`config.mk`:
```
export PLATFORM = sky130hd
export DESIGN_NAME = fprnd_arbiter_flat
export DESIGN_NICKNAME = d
export VERILOG_FILES = /design/src/rtl/fprnd_arbiter_if.sv /design/src/rtl/fprnd_arbiter.sv /design/src/flat_wrapper.sv
export SDC_FILE = /design/constraint.sdc
export NUM_CORES = 1
export LEC_CHECK = 0
export BUFFER_PORTS_ARGS = -buffer_cell sky130_fd_sc_hd__buf_2
export CAP_MARGIN = 20
export CORE_AREA = 2 2 207 209
export CTS_BUF_LIST = sky130_fd_sc_hd__clkbuf_8 sky130_fd_sc_hd__clkbuf_16
export DETAILED_ROUTE_END_ITERATION = 10
export DIE_AREA = 0 0 209 211
export SETUP_SLACK_MARGIN = 0.1
export SKIP_LAST_GASP = 1
export SLEW_MARGIN = 30
export SYNTH_ARGS = -nofsm -noshare
export SYNTH_HDL_FRONTEND = slang
export SYNTH_SLANG_ARGS = --single-unit
```
`constraint.sdc`:
```
create_clock -name clk -period 5.6 [get_ports clk]
set_clock_uncertainty 0.05 [all_clocks]
set_input_delay 0.28 -clock clk [delete_from_list [all_inputs] [get_ports clk]]
set_output_delay 0.28 -clock clk [all_outputs]
set_load 0.02 [all_outputs]
```
`src/rtl/fprnd_arbiter_if.sv`:
```
// Request/result bus between the FP producers, the rounder arbiter and the
// writeback consumer. Producers and the consumer sit on the master side and
// the arbiter sits on the slave side.
interface fprnd_if #(
  parameter int N    = 2,
  parameter int IN_W = 126,
  parameter int ID_W = $clog2(N)
) ();
  logic [N-1:0]      req_valid;
  logic [N*IN_W-1:0] req_data;
  logic [N-1:0]      req_ready;
  logic              out_valid;
  logic              out_ready;
  logic [63:0]       out_fp;
  logic [4:0]        out_ieee;
  logic [ID_W-1:0]   out_id;

  modport master (
    output req_valid, req_data, out_ready,
    input  req_ready, out_valid, out_fp, out_ieee, out_id
  );

  modport slave (
    input  req_valid, req_data, out_ready,
    output req_ready, out_valid, out_fp, out_ieee, out_id
  );
endinterface

```
`src/rtl/fprnd_arbiter.sv`:
```
// fprnd_arbiter: round-robin share of one special-case rounder/packer among
// N FP producers. Stage 1 registers the winning request bundle (plus the trap
// enables current at grant time) to drive the rounder; stage 2 registers the
// rounder result with the requester tag. Also holds the sticky IEEE flags.
// Optional feature macro: FPRND_TRAP_EN adds trap_mask/trap (registered trap
// whenever a masked sticky flag is set).
module fprnd_arbiter #(
  parameter int N    = 2,
  parameter int IN_W = 126,
  parameter int ID_W = $clog2(N)
) (
  input  logic            clk,
  input  logic            rst,
  fprnd_if.slave          bus,
  input  logic            cfg_we,
  input  logic [1:0]      cfg_wdata,
  output logic [IN_W-1:0] rnd_bundle,
  output logic            rnd_ovfen,
  output logic            rnd_unfen,
  input  logic [63:0]     rnd_fp,
  input  logic [4:0]      rnd_ieee,
  output logic [4:0]      flags,
  input  logic            flags_clr
`ifdef FPRND_TRAP_EN
  ,
  input  logic [4:0]      trap_mask,
  output logic            trap
`endif
);

  logic            vld_p1, vld_p2;
  logic [IN_W-1:0] bundle_p1;
  logic [ID_W-1:0] id_p1, id_p2;
  logic            ovfen_p1, unfen_p1;
  logic [63:0]     fp_p2;
  logic [4:0]      ieee_p2;
  logic [ID_W-1:0] ptr;
  logic            cfg_ovfen, cfg_unfen;
  logic            s1_en, s2_en, cap_p2;
  logic [N-1:0]    gnt;
  logic [ID_W-1:0] gnt_id;
  logic            gnt_any;
  logic [IN_W-1:0] gnt_data;
  logic [4:0]      flags_next;

  // Index k positions after base, wrapping at N so unused codes are skipped.
  function automatic logic [ID_W-1:0] rr_idx(input logic [ID_W-1:0] base, input int k);
    int t;
    t = int'(base) + k;
    if (t >= N) t = t - N;
    return t[ID_W-1:0];
  endfunction

  assign s2_en  = !vld_p2 || bus.out_ready;
  assign s1_en  = !vld_p1 || s2_en;
  assign cap_p2 = s2_en && vld_p1;

  // Round-robin grant: first valid requester after the pointer, only when S1 can accept.
  always_comb begin
    gnt     = '0;
    gnt_id  = '0;
    gnt_any = 1'b0;
    if (s1_en) begin
      for (int k = 1; k <= N; k++) begin
        if (!gnt_any && bus.req_valid[rr_idx(ptr, k)]) begin
          gnt[rr_idx(ptr, k)] = 1'b1;
          gnt_id              = rr_idx(ptr, k);
          gnt_any             = 1'b1;
        end
      end
    end
  end

  assign gnt_data      = bus.req_data[int'(gnt_id)*IN_W +: IN_W];
  assign bus.req_ready = gnt;

  // Trap-enable configuration; a write lands after any same-cycle grant has sampled the old value.
  always_ff @(posedge clk or posedge rst) begin
    if (rst) begin
      cfg_ovfen <= 1'b0;
      cfg_unfen <= 1'b0;
    end else if (cfg_we) begin
      {cfg_ovfen, cfg_unfen} <= cfg_wdata;
    end
  end

  // ---- stage 1: capture granted bundle, tag and trap enables; advance RR pointer ----
  always_ff @(posedge clk or posedge rst) begin
    if (rst) begin
      vld_p1    <= 1'b0;
      bundle_p1 <= '0;
      id_p1     <= '0;
      ovfen_p1  <= 1'b0;
      unfen_p1  <= 1'b0;
      ptr       <= ID_W'(N - 1);
    end else if (gnt_any) begin
      vld_p1    <= 1'b1;
      bundle_p1 <= gnt_data;
      id_p1     <= gnt_id;
      ovfen_p1  <= cfg_ovfen;
      unfen_p1  <= cfg_unfen;
      ptr       <= gnt_id;
    end else if (s2_en) begin
      vld_p1    <= 1'b0;
    end
  end

  assign rnd_bundle = bundle_p1;
  assign rnd_ovfen  = ovfen_p1;
  assign rnd_unfen  = unfen_p1;

  // ---- stage 2: capture rounder result with tag; hold under backpressure ----
  always_ff @(posedge clk or posedge rst) begin
    if (rst) begin
      vld_p2  <= 1'b0;
      fp_p2   <= '0;
      ieee_p2 <= '0;
      id_p2   <= '0;
    end else if (s2_en) begin
      vld_p2 <= vld_p1;
      if (vld_p1) begin
        fp_p2   <= rnd_fp;
        ieee_p2 <= rnd_ieee;
        id_p2   <= id_p1;
      end
    end
  end

  assign bus.out_valid = vld_p2;
  assign bus.out_fp    = fp_p2;
  assign bus.out_ieee  = ieee_p2;
  assign bus.out_id    = id_p2;

  // Sticky flag update: clear first, then OR in the op entering stage 2.
  always_comb begin
    flags_next = flags_clr ? 5'b0 : flags;
    if (cap_p2) flags_next = flags_next | rnd_ieee;
  end

  // Sticky flag register.
  always_ff @(posedge clk or posedge rst) begin
    if (rst) flags <= '0;
    else     flags <= flags_next;
  end

`ifdef FPRND_TRAP_EN
  // Registered trap: any masked sticky flag set after this cycle's update.
  always_ff @(posedge clk or posedge rst) begin
    if (rst) trap <= 1'b0;
    else     trap <= |(flags_next & trap_mask);
  end
`endif

endmodule

```
`src/flat_wrapper.sv`:
```
// flat-port wrapper written by rule: the top's interface ports become plain ports
module fprnd_arbiter_flat 
#(
  parameter int N    = 2,
  parameter int IN_W = 126,
  parameter int ID_W = $clog2(N)
)
  (clk, rst, cfg_we, cfg_wdata, rnd_bundle, rnd_ovfen, rnd_unfen, rnd_fp, rnd_ieee, flags, flags_clr, bus_req_valid, bus_req_data, bus_out_ready, bus_req_ready, bus_out_valid, bus_out_fp, bus_out_ieee, bus_out_id);
  fprnd_if #(.N(N), .IN_W(IN_W), .ID_W(ID_W)) bus_i ();
  input  logic clk;
  input  logic rst;
  input  logic cfg_we;
  input  logic [1:0] cfg_wdata;
  output logic [IN_W-1:0] rnd_bundle;
  output logic rnd_ovfen;
  output logic rnd_unfen;
  input  logic [63:0] rnd_fp;
  input  logic [4:0] rnd_ieee;
  output logic [4:0] flags;
  input  logic flags_clr;
  input wire logic [$bits(bus_i.req_valid)-1:0] bus_req_valid;
  input wire logic [$bits(bus_i.req_data)-1:0] bus_req_data;
  input wire logic [$bits(bus_i.out_ready)-1:0] bus_out_ready;
  output wire logic [$bits(bus_i.req_ready)-1:0] bus_req_ready;
  output wire logic [$bits(bus_i.out_valid)-1:0] bus_out_valid;
  output wire logic [$bits(bus_i.out_fp)-1:0] bus_out_fp;
  output wire logic [$bits(bus_i.out_ieee)-1:0] bus_out_ieee;
  output wire logic [$bits(bus_i.out_id)-1:0] bus_out_id;
  assign bus_i.req_valid = bus_req_valid;
  assign bus_i.req_data = bus_req_data;
  assign bus_i.out_ready = bus_out_ready;
  assign bus_req_ready = bus_i.req_ready;
  assign bus_out_valid = bus_i.out_valid;
  assign bus_out_fp = bus_i.out_fp;
  assign bus_out_ieee = bus_i.out_ieee;
  assign bus_out_id = bus_i.out_id;
  fprnd_arbiter #(.N(N), .IN_W(IN_W), .ID_W(ID_W)) u_core (.clk(clk), .rst(rst), .bus(bus_i), .cfg_we(cfg_we), .cfg_wdata(cfg_wdata), .rnd_bundle(rnd_bundle), .rnd_ovfen(rnd_ovfen), .rnd_unfen(rnd_unfen), .rnd_fp(rnd_fp), .rnd_ieee(rnd_ieee), .flags(flags), .flags_clr(flags_clr));
endmodule
```
* Word level (Yosys, flattened, before mapping)
Cells that the tools add are included. W data, S select, Z words.
Operators by class: add/subtract/negate cells 4, multiply operators 1, div/mod/pow operators 0, magnitude comparators 8, eq/ne operators 0, shift-type cells 1, muxes and demuxes 31, bitwise operators 2, reductions and logical operators 11
Operator list (count):
- $shiftx A252 B32 Y126 | 1
- $mux W1 | 23
- $mux W5 | 2
- $lt A1 B2 Y1 const B | 4
- $mux W2 | 4
- $mul A1 B6 Y7 const B | 1
- $or A5 B5 Y5 | 1
- $logic_and A1 B1 Y1 | 4
- $add A1 B2 Y3 const B | 1
- $ge A3 B2 Y1 const B | 1
- $logic_not A1 Y1 | 3
- $add A1 B1 Y2 const B | 1
- $demux W1 S1 | 2
- $ge A1 B1 Y1 const B | 2
- $ge A2 B2 Y1 const B | 1
- $logic_or A1 B1 Y1 | 2
- $or A2 B2 Y2 | 1
- $reduce_and A2 Y1 | 1
- $reduce_bool A2 Y1 | 1
- $sub A1 B1 Y1 const B | 2
Storage, ports and cells: register bits after elaboration 209, bits in latches 0, bits in writable memories 0, bits in read-only memories 0, output and inout port bits 206, logic and storage cells 71, memories kept 0

* Longest topological paths before layout
Gate-level depths: netlist of the first run.
word-level depth 19, gate-level depth with buffers 7, gate-level depth less buffers 3

* Worst setup path before layout of the first run
OpenSTA, ideal clock, no wires.
path kind reg-to-output, start reg u_core.vld_p2 (netlist: u_core.bus.out_valid), end out bus_req_ready[0], arrival 1.307 ns, required time 5.270 ns, slack 3.963 ns, stages on the path, launching flop included 5, path through dfrtp_1 and3b_1 buf_2 clkbuf_1 nor2_1
Between the ends: word-level cells in the longest chain between the ends 4
RTL lines:
- start: declaration | RTL line fprnd_arbiter.sv:31 | logic vld_p1, vld_p2;
- start signal: assignment | RTL line fprnd_arbiter.sv:120 | vld_p2 <= vld_p1;
- $logic_not A1 Y1 | RTL line fprnd_arbiter.sv:54 | assign s2_en = !vld_p2 || bus.out_ready;
- $logic_or A1 B1 Y1 | RTL line fprnd_arbiter.sv:54
- $logic_or A1 B1 Y1 | RTL line fprnd_arbiter.sv:55 | assign s1_en = !vld_p1 || s2_en;
- $mux W2 | RTL line fprnd_arbiter.sv:63 | if (s1_en) begin
- end: declaration | RTL line flat_wrapper.sv:24 | output wire logic [$bits(bus_i.req_ready)-1:0] bus_req_ready;
No other way between the ends.

* Worst setup path after layout of the first run
start reg u_core.vld_p1, end out bus_req_ready[0]
Between the ends: word-level cells in the longest chain between the ends 3
RTL lines:
- start: declaration | RTL line fprnd_arbiter.sv:31
- start signal: assignment | RTL line fprnd_arbiter.sv:90 | vld_p1 <= 1'b0;
- start signal: assignment | RTL line fprnd_arbiter.sv:97 | vld_p1 <= 1'b1;
- start signal: assignment | RTL line fprnd_arbiter.sv:104 | vld_p1 <= 1'b0;
- $logic_not A1 Y1 | RTL line fprnd_arbiter.sv:55
- $logic_or A1 B1 Y1 | RTL line fprnd_arbiter.sv:55
- $mux W2 | RTL line fprnd_arbiter.sv:63
No other way between the ends.

==> impl_metrics.yaml, run 1 <==
clock_network:
  htreeDepth: 1
  clock_path_buffers: 3
  clock-root-buffer: "clkbuf_16"
  cts.sinks: 209
  cts_tree: "yes"
  cts_buffers: 24
  clkLatencyLatePin_ns: 0.52
  cts.clk_slew.worst_paths_ns: 0.06
sta:
  slew-limit-headroom_pct: 33.9
  post-route-min-period_ns: 3.29
  max_clock_freq_ghz: 0.304
  rsz0062_at_grt: "false"
  fin_ws_ns: 2.31
  setup_violations: 0
  tns_ns: 0
  timing.hold.ws_ns: 0.0152
  drv_slew: 0
  final.period_utilization_pct: 58.8
  hold_violations: 0
  worst_pin_slew_ns: 0.991
min_path:
  hold_end: "u_core.flags[4]"
  hold_class: "in -> reg"
  min_from: "rnd_ieee[4]"
  whs_path_depth: 3
synth:
  ys_top_cells_by_area: "dfrtp_1 (54%), mux2_2 (7.5%), o31ai_1 (7.5%)"
  synth_seq_cells: 209
  async_flop_share_pct: 100
  synth_top_area_share_pct: 54.5
  synth_top_area_cell: "dfrtp_1"
  synth_cell_types: 24
  syn_area_per_cell_um2: 10.5
  yosysSeqAreaShare_pct: 54.7
  synth-main-ff-cell: "dfrtp_1"
  netlist_area_um2: 9560
  netlist_instances: 911
  syn-num-nets: 1241
  yosys.cell_count.top_type: "dfrtp_1"
  yosysWarnings: 0
  synth_edf_count: 0
  synth_commonest_cells: "dfrtp_1 (208), nor2_1 (128), o21ai_0 (128)"
cells_and_area:
  post-route-util_pct: 37.2
  finish.instance_area_um2: 15500
  fin_cells: 2158
  nets: 1931
  layout-drive-gt1-share_pct: 42.9
  area_growth_pct: 62.5
status:
  status: "finished, final reports clean"
flow_run:
  maxCapViolCount: 0
place:
  dpl_cell_area_um2: 12600
  detailedPlace.worstSlack_ns: 2.90
  place_congestion: 0.830
  hpwlAfterDp_um: 23900
  dp_cells: 1906
  port-buffer-count: 535
floorplan:
  io_pins: 536
  die_h_um: 211
  dieArea_um2: 44100
  core.rowCount: 75
  start_util_pct: 22.9
  core_um2: 41800
  die_x_um: 209
worst_setup_path:
  r2r_cells: 5
  critPathArrivalTime_ns: 2.96
  startpoint_type: "flip-flop"
  r2r-start: "u_core.vld_p1"
  crit_path_end_kind: "output port"
  reg2reg_setup_slack_ns: 2.53
  worstReg2RegEnd: "u_core.rnd_bundle[48]"
  path_class: "reg -> out"
  cp.required_ns: 5.27
  path_max_fanout: 66
grt:
  grt_overflow_total: 0
  antenna_found_initial: 5
  grt_pass1_wl_um: 57900
  grt_max_degree: 131
  grtUsageTotal_pct: 16.2
  grt_pass1_vias: 10500
route:
  first_pass_iters: 6
  wl_per_cell_um: 17.4
  drt_first_iter_violations: 741
  vias: 10200
  final_antenna_net_count: 0
  post-route-drc-count: 0
  avgViaCountPerCell: 4.74
  finalWirelength_um: 37600
power_and_ir_drop:
  finalPower_mw: 4.98
  p_int_mw: 3.37
  p_sw_share_pct: 32.3
  irDropWorstVdd_mv: 0.195
  seqPwrFrac_pct: 37.7
  combPwrFrac_pct: 28.5
  powerDensity_nw_per_um2: 320
  p_sw_mw: 1.61
  p_leak_nw: 7.33
  clock_power_share_pct: 33.8
-- how the worst max path moves through the flow --
| stage | startpoint | end | depth (start not counted) |
|---|---|---|---|
| final | u_core.vld_p1 | bus_req_ready[0] | 4 |
| after global routing | u_core.vld_p1 | bus_req_ready[0] | 4 |
| after CTS | u_core.vld_p1 | bus_req_ready[0] | 4 |
| after detailed placement | u_core.vld_p1 | bus_req_ready[0] | 4 |
| after global placement | u_core.vld_p1 | bus_req_ready[0] | 4 |
| after floorplan | rst | u_core.bus.out_fp[0] | 1 |
-- cells in the final DEF, fill, tap and decap left out, types with 25 or more instances in the layout --
master         Yosys  routed
mux2_2            64      64
clkbuf_16          0      25
nor2_1           128     128
o31ai_1           95      95
o31ai_2           31      31
a21oi_1          126     126
buf_2             50     535
o21ai_0          128     128
dfrtp_1          208     208
dlygate4sd3_1      0     208
-- worst max-delay path, stage by stage (launching register included) --
cell and delay, ns:
dfrtp_1 0.52, and3b_4 0.74, buf_4 0.64, nor2_1 0.14, buf_2 0.20
-- routing by layer --
metal,global-route usage [%],vias up,routed length (µm)
li1,-,4653,-
met1,19.1,4941,14600
met2,28.3,545,18600
met3,3.52,87,2900
met4,7.27,2,1460
met5,0,-,13
-- state kept, by name (all words and copies together) (netlist names), 5 cells and up --
register             cells
u_core.rnd_bundle      126
u_core.bus.out_fp       64
u_core.bus.out_ieee      5
u_core.flags             5
-- kinds of logic after synthesis --
family / Yosys count / synth area share, %
muxes: 69 / 8.13
and+or+nand+nor: 140 / 5.77
DFF: 209 / 54.7
buffers and inverters: 99 / 5.37
AOI/OAI and AO/OA: 394 / 26.0
-- layout make-up --
type	instances	area, µm²
Fill cell	4077	26200
Sequential cell	209	5230
Timing Repair Buffer	756	4890
Multi-Input combinational cell	603	3860
Clock buffer	33	736
Tap cell	539	674
Clock inverter	8	110
Inverter	7	30.0
Antenna cell	3	7.51
-- power groups by stage --
stage / Sequential [mW] / Clock (mW) / Combinational (mW)
2_1_floorplan: 2.18 / 0 / 0.475
3_3_place_gp: 1.89 / 0 / 1.26
3_5_place_dp: 1.89 / 0 / 1.27
4_1_cts: 1.87 / 1.73 / 1.41
5_1_grt: 1.91 / 1.78 / 1.52
6_report: 1.88 / 1.68 / 1.42
-- timing repair --
item / CTS / global route
resized for setup: 0 / 0
buffers inserted: 0 / 0
endpoints found under the hold margin: 222 / 0
hold buffers: 208 / 0
(Power assumes the default switching activity.)
==> run 2, diff against run 1 <==
- clock period: 5.6 -> 2.9 ns (I/O delays scaled with it)
==> run 2 against run 1 <==
  * Sequential power grew 93%
  * Combinational power grew 120%
  * Critical path depth grew 1
  * First-iteration DRC count grew 6.1%
  * Via count grew 5.9%
  * Clock-buffer cell count shrank 1
  * Global-route usage grew 0.76 points
  * Hold slack gained 0.063 ns
  * Final area grew 8.9%
  * Register-to-register slack lost 2.1 ns
  * Worst setup slack lost 1.9 ns
  * Clock power grew 98%
==> impl_metrics.yaml, run 2 (synthesized netlist as in run 1, its figures left out) <==
worst_setup_path:
  r2r-start: "u_core.vld_p1"
  reg2reg_setup_slack_ns: 0.42
  critPathMaxStageDelay_ns: 0.59
  critPathArrivalTime_ns: 2.84
  crit_path_end_kind: "flip-flop"
  worstReg2RegEnd: "u_core.rnd_bundle[110]"
  r2r_cells: 5
  path_cells: "nand3b_4, o21ai_4, buf_4, o31ai_1, dlygate4sd3_1"
  path_class: "reg -> reg"
  path_max_fanout: 66
  cp.required_ns: 3.26
  cp_slowest_cell: "dlygate4sd3_1"
  startpoint_type: "flip-flop"
floorplan:
  die_h_um: 211
  dieArea_um2: 44100
  io_pins: 536
  core_um2: 41800
  start_util_pct: 22.9
  die_x_um: 209
  core.rowCount: 75
sta:
  drv_slew: 0
  tns_ns: 0
  worst_pin_slew_ns: 0.783
  fin_ws_ns: 0.419
  setup_violations: 0
  max_clock_freq_ghz: 0.403
  slew-limit-headroom_pct: 47.8
  rsz0062_at_grt: "false"
  final.period_utilization_pct: 85.5
  hold_violations: 0
  post-route-min-period_ns: 2.48
route:
  avgViaCountPerCell: 4.74
  drt_first_iter_violations: 786
  finalWirelength_um: 39500
  post-route-drc-count: 0
  first_pass_iters: 5
  final_antenna_net_count: 0
  vias: 10800
  wl_per_cell_um: 17.3
min_path:
  min_from: "bus_out_ready"
  hold_class: "in -> reg"
  whs_path_depth: 3
  hold_end: "u_core.bus.out_valid"
clock_network:
  cts_buffers: 24
  cts_tree: "yes"
  clkLatencyLatePin_ns: 0.52
  clock_path_buffers: 3
  cts_resized: 0
  clock-root-buffer: "clkbuf_16"
  htreeDepth: 1
  cts.sinks: 209
  cts.clk_slew.worst_paths_ns: 0.06
place:
  detailedPlace.worstSlack_ns: 0.931
  dp_cells: 1908
  hpwlAfterDp_um: 24000
  port-buffer-count: 535
  dpl_cell_area_um2: 12700
  place_congestion: 0.814
status:
  status: "finished, final reports clean"
cells_and_area:
  fin_cells: 2283
  fillerInstances: 3920
  final_cell_mix: "buf_2 (535), dlygate4sd3_1 (330), dfrtp_1 (208), nor2_1 (128), o21ai_0 (128)"
  final_common_cell: "buf_2"
  layout-drive-gt1-share_pct: 40.1
  finish.instance_area_um2: 16900
  largest_reg_flops: 126
  area_growth_pct: 77.0
  nets: 2055
power_and_ir_drop:
  combPwrFrac_pct: 31.4
  clock_power_share_pct: 32.8
  seqPwrFrac_pct: 35.8
  finalPower_mw: 10.2
  powerDensity_nw_per_um2: 600
  p_sw_share_pct: 31.7
  p_leak_nw: 7.97
  p_int_mw: 6.94
  p_sw_mw: 3.22
  irDropWorstVdd_mv: 0.386
flow_run:
  maxCapViolCount: 0
grt:
  grt_overflow_total: 0
  antenna_found_initial: 1
  grtUsageTotal_pct: 17.0
  grt_pass1_vias: 11200
  grt_max_degree: 129
  grt_pass1_wl_um: 60700
==> run 2: worst max path at each step <==
| stage | slack [ns] | depth (start not counted) | end | start |
|---|---|---|---|---|
| after floorplan | -0.008 | 1 | u_core.bus.out_fp[0] | rst |
| after global placement | 1.01 | 4 | u_core.bus.out_fp[6] | u_core.bus.out_valid |
| after detailed placement | 0.93 | 4 | u_core.bus.out_fp[58] | u_core.bus.out_valid |
| after CTS | 0.45 | 5 | u_core.rnd_bundle[29] | u_core.vld_p1 |
| after global routing | 0.29 | 5 | u_core.rnd_bundle[107] | u_core.vld_p1 |
| final | 0.42 | 5 | u_core.rnd_bundle[110] | u_core.vld_p1 |
==> run 2: what timing repair did <==
item | CTS | global route
hold buffers | 330 | 0
hold endpoints to repair | 410 | 0
buffers inserted | 0 | 0
==> run 2: layer usage <==
layer	GRT usage (%)	up-vias	part of all wire, %	routed length (µm)
li1	-	4913	-	-
met1	20.0	5181	38	15100
met2	29.6	619	49	19400
met3	3.87	114	8.4	3310
met4	7.61	0	4.2	1670
met5	0	-	0	0
==> run 2: cell type report <==
type,instances,area (µm²),share of cell area (%)
Timing Repair Buffer,880,6240,36.9
Sequential cell,209,5230,30.9
Multi-Input combinational cell,603,3860,22.8
Clock buffer,32,722,4.27
Tap cell,539,674,3.99
Clock inverter,10,149,0.880
Inverter,7,30.0,0.178
Antenna cell,3,7.51,0.0444
==> run 2: stage by stage <==
step,hold WS [ns],util (%)
2_1_floorplan,0.191,-
3_3_place_gp,0.310,30.5
3_5_place_dp,0.305,30.5
4_1_cts,0.0477,40.5
5_1_grt,0.111,40.5
6_report,0.0783,40.5
==> run 2: worst max-delay path: cells and delay by family (launching register included) <==
kind | cells | cell delay [ns]
buf+inv | 2 | 1.17
flops | 1 | 0.53
compound gates | 2 | 0.32
simple gates | 1 | 0.18
==> run 2: power groups by stage <==
stage               Sequential [mW]  Combinational, mW  Clock (mW)
global route                   3.68               3.40        3.53
floorplan                      4.21              0.918           0
CTS                            3.62               3.14        3.41
finish                         3.63               3.19        3.33
global placement               3.65               2.47           0
detailed placement             3.66               2.50           0
